[src/rtl/vram_fetch_arbiter_pkg.sv]
// Shared PPU VRAM types: ownership/state encoding and bus widths.
package vram_fetch_arbiter_pkg;

    localparam int unsigned VRAM_ADDR_W = 16;
    localparam int unsigned VRAM_DATA_W = 8;
    localparam int unsigned TIMER_W     = 4;

    typedef enum logic [1:0] {
        OWNER_NONE = 2'd0,
        OWNER_BG   = 2'd1,
        OWNER_SPR  = 2'd2
    } vram_owner_t;

endpackage

[src/rtl/vram_fetch_arbiter_grant_timer.sv]
// Loadable up-counter with clear and enable; tc_out flags the cycle whose edge reaches TIMEOUT.
module vram_fetch_arbiter_grant_timer
    import vram_fetch_arbiter_pkg::*;
#(
    parameter int unsigned TIMEOUT = 15
) (
    input  logic               clk_in,
    input  logic               rst_in,
    input  logic               clr_in,
    input  logic               load_in,
    input  logic [TIMER_W-1:0] load_val_in,
    input  logic               en_in,
    output logic               tc_out
);

    localparam logic [TIMER_W-1:0] TcVal = TIMER_W'(TIMEOUT - 1);

    logic [TIMER_W-1:0] count_q;

    always_ff @(posedge clk_in) begin
        if (rst_in || clr_in) begin
            count_q <= '0;
        end else if (load_in) begin
            count_q <= load_val_in;
        end else if (en_in) begin
            count_q <= count_q + 1'b1;
        end
    end

    // Asserted while the upcoming increment would land on TIMEOUT.
    assign tc_out = en_in && (count_q == TcVal);

endmodule

[src/rtl/vram_fetch_arbiter.sv]
// Arbitrates the single VRAM read port between background and sprite fetchers (sprite wins),
// holding each grant until data returns or the grant timer expires.
module vram_fetch_arbiter
    import vram_fetch_arbiter_pkg::*;
#(
    parameter int unsigned TIMEOUT = 15
) (
    input  logic                   clk_in,
    input  logic                   rst_in,
    input  logic                   tclk_in,
    input  logic [VRAM_ADDR_W-1:0] bg_addr_in,
    input  logic                   bg_req_in,
    input  logic [VRAM_ADDR_W-1:0] spr_addr_in,
    input  logic                   spr_req_in,
    input  logic                   sprite_detected_in,
    output logic                   mem_free_out,
    output logic [VRAM_ADDR_W-1:0] vram_addr_out,
    output logic                   vram_req_out,
    input  logic [VRAM_DATA_W-1:0] vram_data_in,
    input  logic                   vram_data_valid_in,
    output logic [VRAM_DATA_W-1:0] bg_data_out,
    output logic                   bg_valid_out,
    output logic [VRAM_DATA_W-1:0] spr_data_out,
    output logic                   spr_valid_out,
    output logic                   timeout_err_out
);

    vram_owner_t state_q;
    logic        idle;
    logic        grant_spr;
    logic        grant_bg;
    logic        timer_tc;

    assign idle      = (state_q == OWNER_NONE);
    assign grant_spr = idle && tclk_in && spr_req_in;
    assign grant_bg  = idle && tclk_in && !spr_req_in && bg_req_in && !sprite_detected_in;

    // Low while a background fetch is outstanding or could be started.
    assign mem_free_out = !((state_q == OWNER_BG) || (idle && bg_req_in && !sprite_detected_in));

    vram_fetch_arbiter_grant_timer #(
        .TIMEOUT (TIMEOUT)
    ) u_grant_timer (
        .clk_in      (clk_in),
        .rst_in      (rst_in),
        .clr_in      (grant_spr || grant_bg),
        .load_in     (1'b0),
        .load_val_in ('0),
        .en_in       (!idle),
        .tc_out      (timer_tc)
    );

    always_ff @(posedge clk_in) begin
        if (rst_in) begin
            state_q         <= OWNER_NONE;
            vram_addr_out   <= '0;
            vram_req_out    <= 1'b0;
            bg_data_out     <= '0;
            bg_valid_out    <= 1'b0;
            spr_data_out    <= '0;
            spr_valid_out   <= 1'b0;
            timeout_err_out <= 1'b0;
        end else begin
            vram_req_out  <= 1'b0;
            bg_valid_out  <= 1'b0;
            spr_valid_out <= 1'b0;
            case (state_q)
                OWNER_NONE: begin
                    if (grant_spr) begin
                        state_q       <= OWNER_SPR;
                        vram_addr_out <= spr_addr_in;
                        vram_req_out  <= 1'b1;
                    end else if (grant_bg) begin
                        state_q       <= OWNER_BG;
                        vram_addr_out <= bg_addr_in;
                        vram_req_out  <= 1'b1;
                    end
                end
                OWNER_BG, OWNER_SPR: begin
                    // Data arriving on the expiry edge still counts as a return.
                    if (vram_data_valid_in) begin
                        state_q <= OWNER_NONE;
                        if (state_q == OWNER_SPR) begin
                            spr_data_out  <= vram_data_in;
                            spr_valid_out <= 1'b1;
                        end else begin
                            bg_data_out  <= vram_data_in;
                            bg_valid_out <= 1'b1;
                        end
                    end else if (timer_tc) begin
                        state_q         <= OWNER_NONE;
                        timeout_err_out <= 1'b1;
                    end
                end
                default: state_q <= OWNER_NONE;
            endcase
        end
    end

endmodule
[config.mk]
export PLATFORM = sky130hd
export DESIGN_NAME = vram_fetch_arbiter
export DESIGN_NICKNAME = d
export VERILOG_FILES = /design/src/rtl/vram_fetch_arbiter_pkg.sv /design/src/rtl/vram_fetch_arbiter_grant_timer.sv /design/src/rtl/vram_fetch_arbiter.sv
export SDC_FILE = /design/constraint.sdc
export NUM_CORES = 1
export LEC_CHECK = 0
export BUFFER_PORTS_ARGS = -buffer_cell sky130_fd_sc_hd__buf_2
export CORE_MARGIN = 2
export CORE_UTILIZATION = 40
export DETAILED_ROUTE_END_ITERATION = 12
export PLACE_DENSITY = 0.73
export REMOVE_ABC_BUFFERS = 1
export SETUP_SLACK_MARGIN = 0.3
export SLEW_MARGIN = 20
export SYNTH_ARGS = -nofsm -noshare
export SYNTH_HDL_FRONTEND = slang
export SYNTH_SLANG_ARGS = --single-unit
[constraint.sdc]
create_clock -name clk_in -period 1.6 [get_ports clk_in]
set_input_delay 0.32 -clock clk_in [delete_from_list [all_inputs] [get_ports clk_in]]
set_output_delay 0.32 -clock clk_in [all_outputs]
set_load 0.05 [all_outputs]
==> out/metrics.yaml, run 1 <==
fmax_mhz: 632.1
first_iter_violations: 51
cts.sinks: 42
gp_congestion: 0.7421
core_area_mm2: 0.004661
multi_input_area_mm2: 0.001061
netlist_area_mm2: 0.001913
post-route-period-util_pct: 98.88
end_kind: "output pin"
crit_fanout: 3
setup_viol: 0
ys.flop_type: "dfxtp_1"
drv_slew: 0
slew_headroom_pct: 82.54
ys_seq_elements: 42
yosysTopAreaCell: "dfxtp_1"
die-area_mm2: 0.005352
synth-seq-area-share_pct: 43.95
grt_start_max_net_pins: 43
fin_setup_tns_ps: 0
worst_slew_pin_slew_ps: 263.8
cts_root_buf: "clkbuf_8"
maxCapViolCount: 0
htreeDepth: 2
die_w_um: 73.16
p_leak_nw: 1.327
finalWirelength_um: 4832
avgSynthCellArea_um2: 9.424
powerDensity_mw_per_mm2: 923.0
crit_path_start_kind: "register"
final_cell_area_mm2: 0.002850
drive_gt1_share_pct: 55.37
viasPerCell: 4.994
nNetsFinal: 359
synthArstFlopShare_pct: 0
final.setup.worst_slack_ps: 17.93
avgRoutedWirePerCell_um: 13.39
synth.distinct_cells: 32
critical_path_arrival_ps: 1260
postCtsHoldBufs: 0
hold_class: "in2reg"
path_common_cell: "buf_6"
critical_path_class: "reg2out"
final-instance-count-excl-fill: 361
max_stage_delay_ps: 360
place_inst: 335
ys_warn_count: 0
clock_latency_ps: 300
nFillCells: 411
ant_nets: 0
reg2regPathDepth: 8
finalHoldViolations: 0
cts_buffers: 5
layout.area.seq_um2: 844.6
worst_hold_path.num_cells: 3
cp_slowest_cell: "dfxtp_2"
cp.required_ps: 1280
clock_skew_ps: 6.249
crit_chain: "inv_4, ha_4, buf_6, a21oi_2, buf_6"
hpwl_um: 2928
dpl_cell_area_mm2: 0.002389
io_pins: 84
antenna_found_initial: 0
grt_pass1_wl_um: 7396
pre_cts_ws_ps: 41.61
netlist.area_leader.share_pct: 43.95
min_period_ps: 1582
cts_tree: "yes"
clock_path_buffers: 2
grt_overflow_total: 0
drcViolationCount: 0
grt_pass1_vias: 1591
fp-row-count: 25
rsz0062_at_grt: "true"
vdd_drop_max_uv: 439.5
syn_inst: 203
synthTopCellsByArea: "dfxtp_1 44%, a311oi_2 13%, nand2_1 8.4%, mux2i_1 4.2%, nor2_1 3.5%"
synth-edff-count: 0
grt_usage_pct: 17.73
path_clk_slew_ps: 80
antennaDiodeCount: 0
drtPass1Iterations: 4
status: "complete, no violations"
vias: 1803
initial_core_util_pct: 41.05
die_y_um: 73.16
area_growth_pct: 48.99
hold_ws_ps: 270.0
portBuffers: 83
## metrics by stage
stage | utilization, % | power, W
2_1_floorplan | - | 0.001608
3_3_place_gp | 51.25 | 0.001828
3_5_place_dp | 51.25 | 0.001834
4_1_cts | 57.88 | 0.002594
5_1_grt | 61.15 | 0.002766
6_report | 61.15 | 0.002631
## cell usage after synthesis, types with 4 or more instances
library cell	instances
inv_1	4
a311oi_2	16
ha_1	5
nor2_1	18
clkbuf_1	5
nand2_1	43
buf_2	4
nor3_1	4
nand3_1	8
nor2_2	9
a21oi_1	11
dfxtp_1	42
mux2i_1	8
## kinds of logic (layout without fill, tap and decap cells)
group                      after synthesis  count (layout)  share of synthesized area (%)
and+or+nand+nor                         93              94                          22.76
buffers and inverters                   20             123                          6.802
muxes                                    8               8                          4.186
adders and majority gates                5               5                          3.270
DFF                                     42              42                          43.95
xor gates and xnor gates                 3               3                          1.374
AOI/OAI and AO/OA                       32              32                          17.66
## sequential cells by signal (all words and copies together), names as in the netlist
name	cells
vram_addr_out	16
vram_req_out	1
bg_valid_out	1
spr_data_out	8
u_grant_timer.count_q	4
bg_data_out	8
state_q	2
spr_valid_out	1
timeout_err_out	1
## cells in the final DEF (no fill, tap or decap), types with 3 or more instances in the layout
| master | n |
|---|---|
| a21oi_1 | 9 |
| a311oi_2 | 16 |
| buf_2 | 82 |
| buf_4 | 10 |
| buf_6 | 14 |
| clkbuf_8 | 5 |
| dfxtp_1 | 39 |
| dfxtp_2 | 3 |
| ha_1 | 3 |
| mux2i_1 | 8 |
| nand2_1 | 39 |
| nand2_2 | 3 |
| nand3_1 | 8 |
| nor2_1 | 18 |
| nor2_2 | 9 |
| nor3_2 | 4 |
## worst max-delay path, delay by kind of cell (launching register included)
kind	cells	cell delay, ps
adder cells (fa/ha/maj)	1	160
AO/OA/AOI/OAI	1	120
flip-flops	1	360
buffers and inverters	3	330
## where the power goes
group / total [W] / internal [W] / switching (W)
Combinational: 0.000837 / 0.000343 / 0.000494
Sequential: 0.00115 / 0.00111 / 0.0000372
Clock: 0.000647 / 0.000293 / 0.000354
Total: 0.00263 / 0.00175 / 0.000886
## timing repair
item | CTS | global route
pin swaps | 6 | 9
cloned | 4 | 2
setup buffers | 7 | 6
gates resized for setup | 32 | 18
endpoints found under the hold margin | 0 | 0
setup endpoints to repair | 32 | 32
## worst paths after layout
check / from / slack [ps] / to
max: state_q[1] / 20 / mem_free_out
min reg2reg: spr_data_out[7] / 450 / spr_data_out[7]
max reg2reg: state_q[1] / 30 / state_q[1]
min: vram_data_in[2] / 270 / bg_data_out[2]
## final cells by class
cell class	count	area share, %
multi-input combinational	142	37.23
sequential	42	29.63
timing repair buffer	112	27.30
clock buffer	5	2.414
tap	54	2.371
inverter	4	0.7024
clock inverter	2	0.3512
## per-layer routing
layer | GRT usage, % | vias to the layer above | part of all wire [%]
met5 | 0 | - | 0
met4 | 6.173 | 0 | 1.3
met3 | 4.834 | 6 | 6.5
met2 | 29.53 | 64 | 48
met1 | 21.90 | 828 | 44
li1 | - | 905 | -
Note: power is estimated with default switching activity, not from simulation.
==> run 2, diff against run 1 <==
--- a/config.mk
+++ b/config.mk
@@ -9,7 +9,7 @@
 export CORE_MARGIN = 2
 export CORE_UTILIZATION = 40
 export DETAILED_ROUTE_END_ITERATION = 12
-export PLACE_DENSITY = 0.73
+export PLACE_DENSITY = 0.76
 export REMOVE_ABC_BUFFERS = 1
 export SETUP_SLACK_MARGIN = 0.3
 export SLEW_MARGIN = 20
==> constraint.sdc (replaced) <==
create_clock -name clk_in -period 1.31 [get_ports clk_in]
set_input_delay 0.262 -clock clk_in [delete_from_list [all_inputs] [get_ports clk_in]]
set_output_delay 0.262 -clock clk_in [all_outputs]
set_load 0.05 [all_outputs]
==> run 2 against run 1 <==
The run now ends with setup timing left. Sequential power is 25% higher. First-iteration DRC count shrank 5.9%. Combinational power grew 73%. Critical path depth rose by 3. Register-to-register slack lost 270 ps. Non-clock buffer count grew 31. Final cell count rose by 8.6%. Utilization rose by 21 points. Critical endpoint is now vram_addr_out[15].
==> out/metrics.yaml, run 2 (synthesis results as in run 1) <==
slew_headroom_pct: 81.67
largest_reg_flops: 16
wl_met3_um: 363
drt-met1-wl_um: 2373
final-instance-count-excl-fill: 392
finalHoldViolations: 0
antenna_found_initial: 0
p_switching_w: 0.001271
critical_path_class: "reg2reg"
finalWirelength_um: 6553
die_w_um: 73.16
setup_viol: 32
hpwl_um: 3078
fmax_mhz: 643.5
layout_commonest_cell: "buf_2"
swShare_pct: 33.57
grt_pass1_vias: 2086
grt_overflow_total: 0
drcViolationCount: 0
reg2regPathDepth: 8
place_inst: 350
p_int_w: 0.002515
cts.sinks: 42
end_kind: "register"
antennaDiodeCount: 0
crit_path_start_kind: "register"
portBuffers: 83
reg_top3: "vram_addr_out: 16 flops, bg_data_out: 8 flops, spr_data_out: 8 flops"
clock_skew_ps: 4.976
vdd_drop_max_uv: 503.4
top_register: "vram_addr_out"
drive_gt1_share_pct: 79.88
grt_start_max_net_pins: 43
io_pins: 84
path_clk_slew_ps: 80
final.setup.worst_slack_ps: -243.9
rsz0062_at_grt: "true"
drtPass1Iterations: 4
clock_latency_ps: 300
clock_power_share_pct: 23.5
cp.required_ps: 1520
fp-row-count: 25
postCtsHoldBufs: 0
ant_nets: 0
nNetsFinal: 389
final_cell_area_mm2: 0.003834
die-area_mm2: 0.005352
crit_fanout: 6
htreeDepth: 2
area_growth_pct: 100.4
worst_slew_pin_slew_ps: 273.0
p_seq_share_pct: 38.1
avgRoutedWirePerCell_um: 16.72
initial_core_util_pct: 41.05
powerDensity_mw_per_mm2: 987.4
clock_path_buffers: 2
dpl_cell_area_mm2: 0.002551
pre_cts_ws_ps: -278.6
maxCapViolCount: 0
gp_congestion: 0.7631
top_layer_used: "met4"
wl_met2_um: 3649
first_iter_violations: 48
die_y_um: 73.16
p_leak_nw: 1.628
cts_tree: "yes"
drv_slew: 0
grt_usage_pct: 23.99
violations: "setup timing"
vias: 2047
critical_path_arrival_ps: 1760
layout_common_cells: "46 x buf_2, 37 x buf_8, 36 x dfxtp_2, 31 x buf_4, 27 x nand2_1"
min_period_ps: 1554
finalPower_w: 0.003786
worst_hold_path.num_cells: 3
cts_root_buf: "clkbuf_8"
comb_power_share_pct: 38.4
core_area_mm2: 0.004661
grt_pass1_wl_um: 9818
viasPerCell: 5.222
post-route-period-util_pct: 118.6
hold_ws_ps: 213.0
status: "finished, violations left"
hold_class: "in2reg"
cts_buffers: 5
[run 2: path summary, 6_finish.rpt]
check        slack, ps             from                 to
max               -240       state_q[0]  vram_addr_out[15]
min                210  vram_data_in[2]    spr_data_out[2]
max reg2reg       -240       state_q[0]  vram_addr_out[15]
min reg2reg        490  spr_data_out[0]    spr_data_out[0]
[run 2: worst max-delay path, stage by stage, from the launching register on]
cell	delay, ps
dfxtp_2	340
inv_2	50
ha_4	170
buf_6	120
o211a_4	190
buf_16	160
buf_8	130
buf_6	110
a311oi_2	200
[run 2: final cells by class]
type | count | area [um2]
flip-flops and latches | 42 | 897.1
fillers | 242 | 827.0
multi-input cells | 141 | 1279
inverters | 4 | 15.01
well taps | 54 | 67.56
clock inverters | 2 | 12.51
repair buffers | 143 | 1480
clock buffers | 6 | 82.58
[run 2: routing by layer]
metal / GRT usage, % / vias to the layer above
met5: 0 / -
met4: 7.407 / 0
met3: 4.696 / 14
met2: 46.05 / 91
met1: 26.00 / 979
li1: - / 963
[run 2: per-stage QoR]
stage | util (%) | TNS (ps)
floorplan | - | -18510
global placement | 54.74 | -2671
detailed placement | 54.74 | -3923
CTS | 75.09 | -3093
global route | 82.26 | -5641
finish | 82.26 | -3981
[run 2: power by group through the flow]
stage,logic (W),registers [W],clock network [W]
after floorplan,0.000299,0.00167,0
after global placement,0.000884,0.00142,0
after detailed placement,0.000896,0.00142,0
after CTS,0.00127,0.00144,0.000893
after global routing,0.00152,0.00145,0.000943
final,0.00145,0.00144,0.000890
[run 2: repair_timing]
action | in CTS | in global routing
setup endpoints to repair | 79 | 79
gates cloned | 5 | 0
pin swaps | 15 | 32
buffers inserted | 14 | 15
resized for setup | 211 | 43
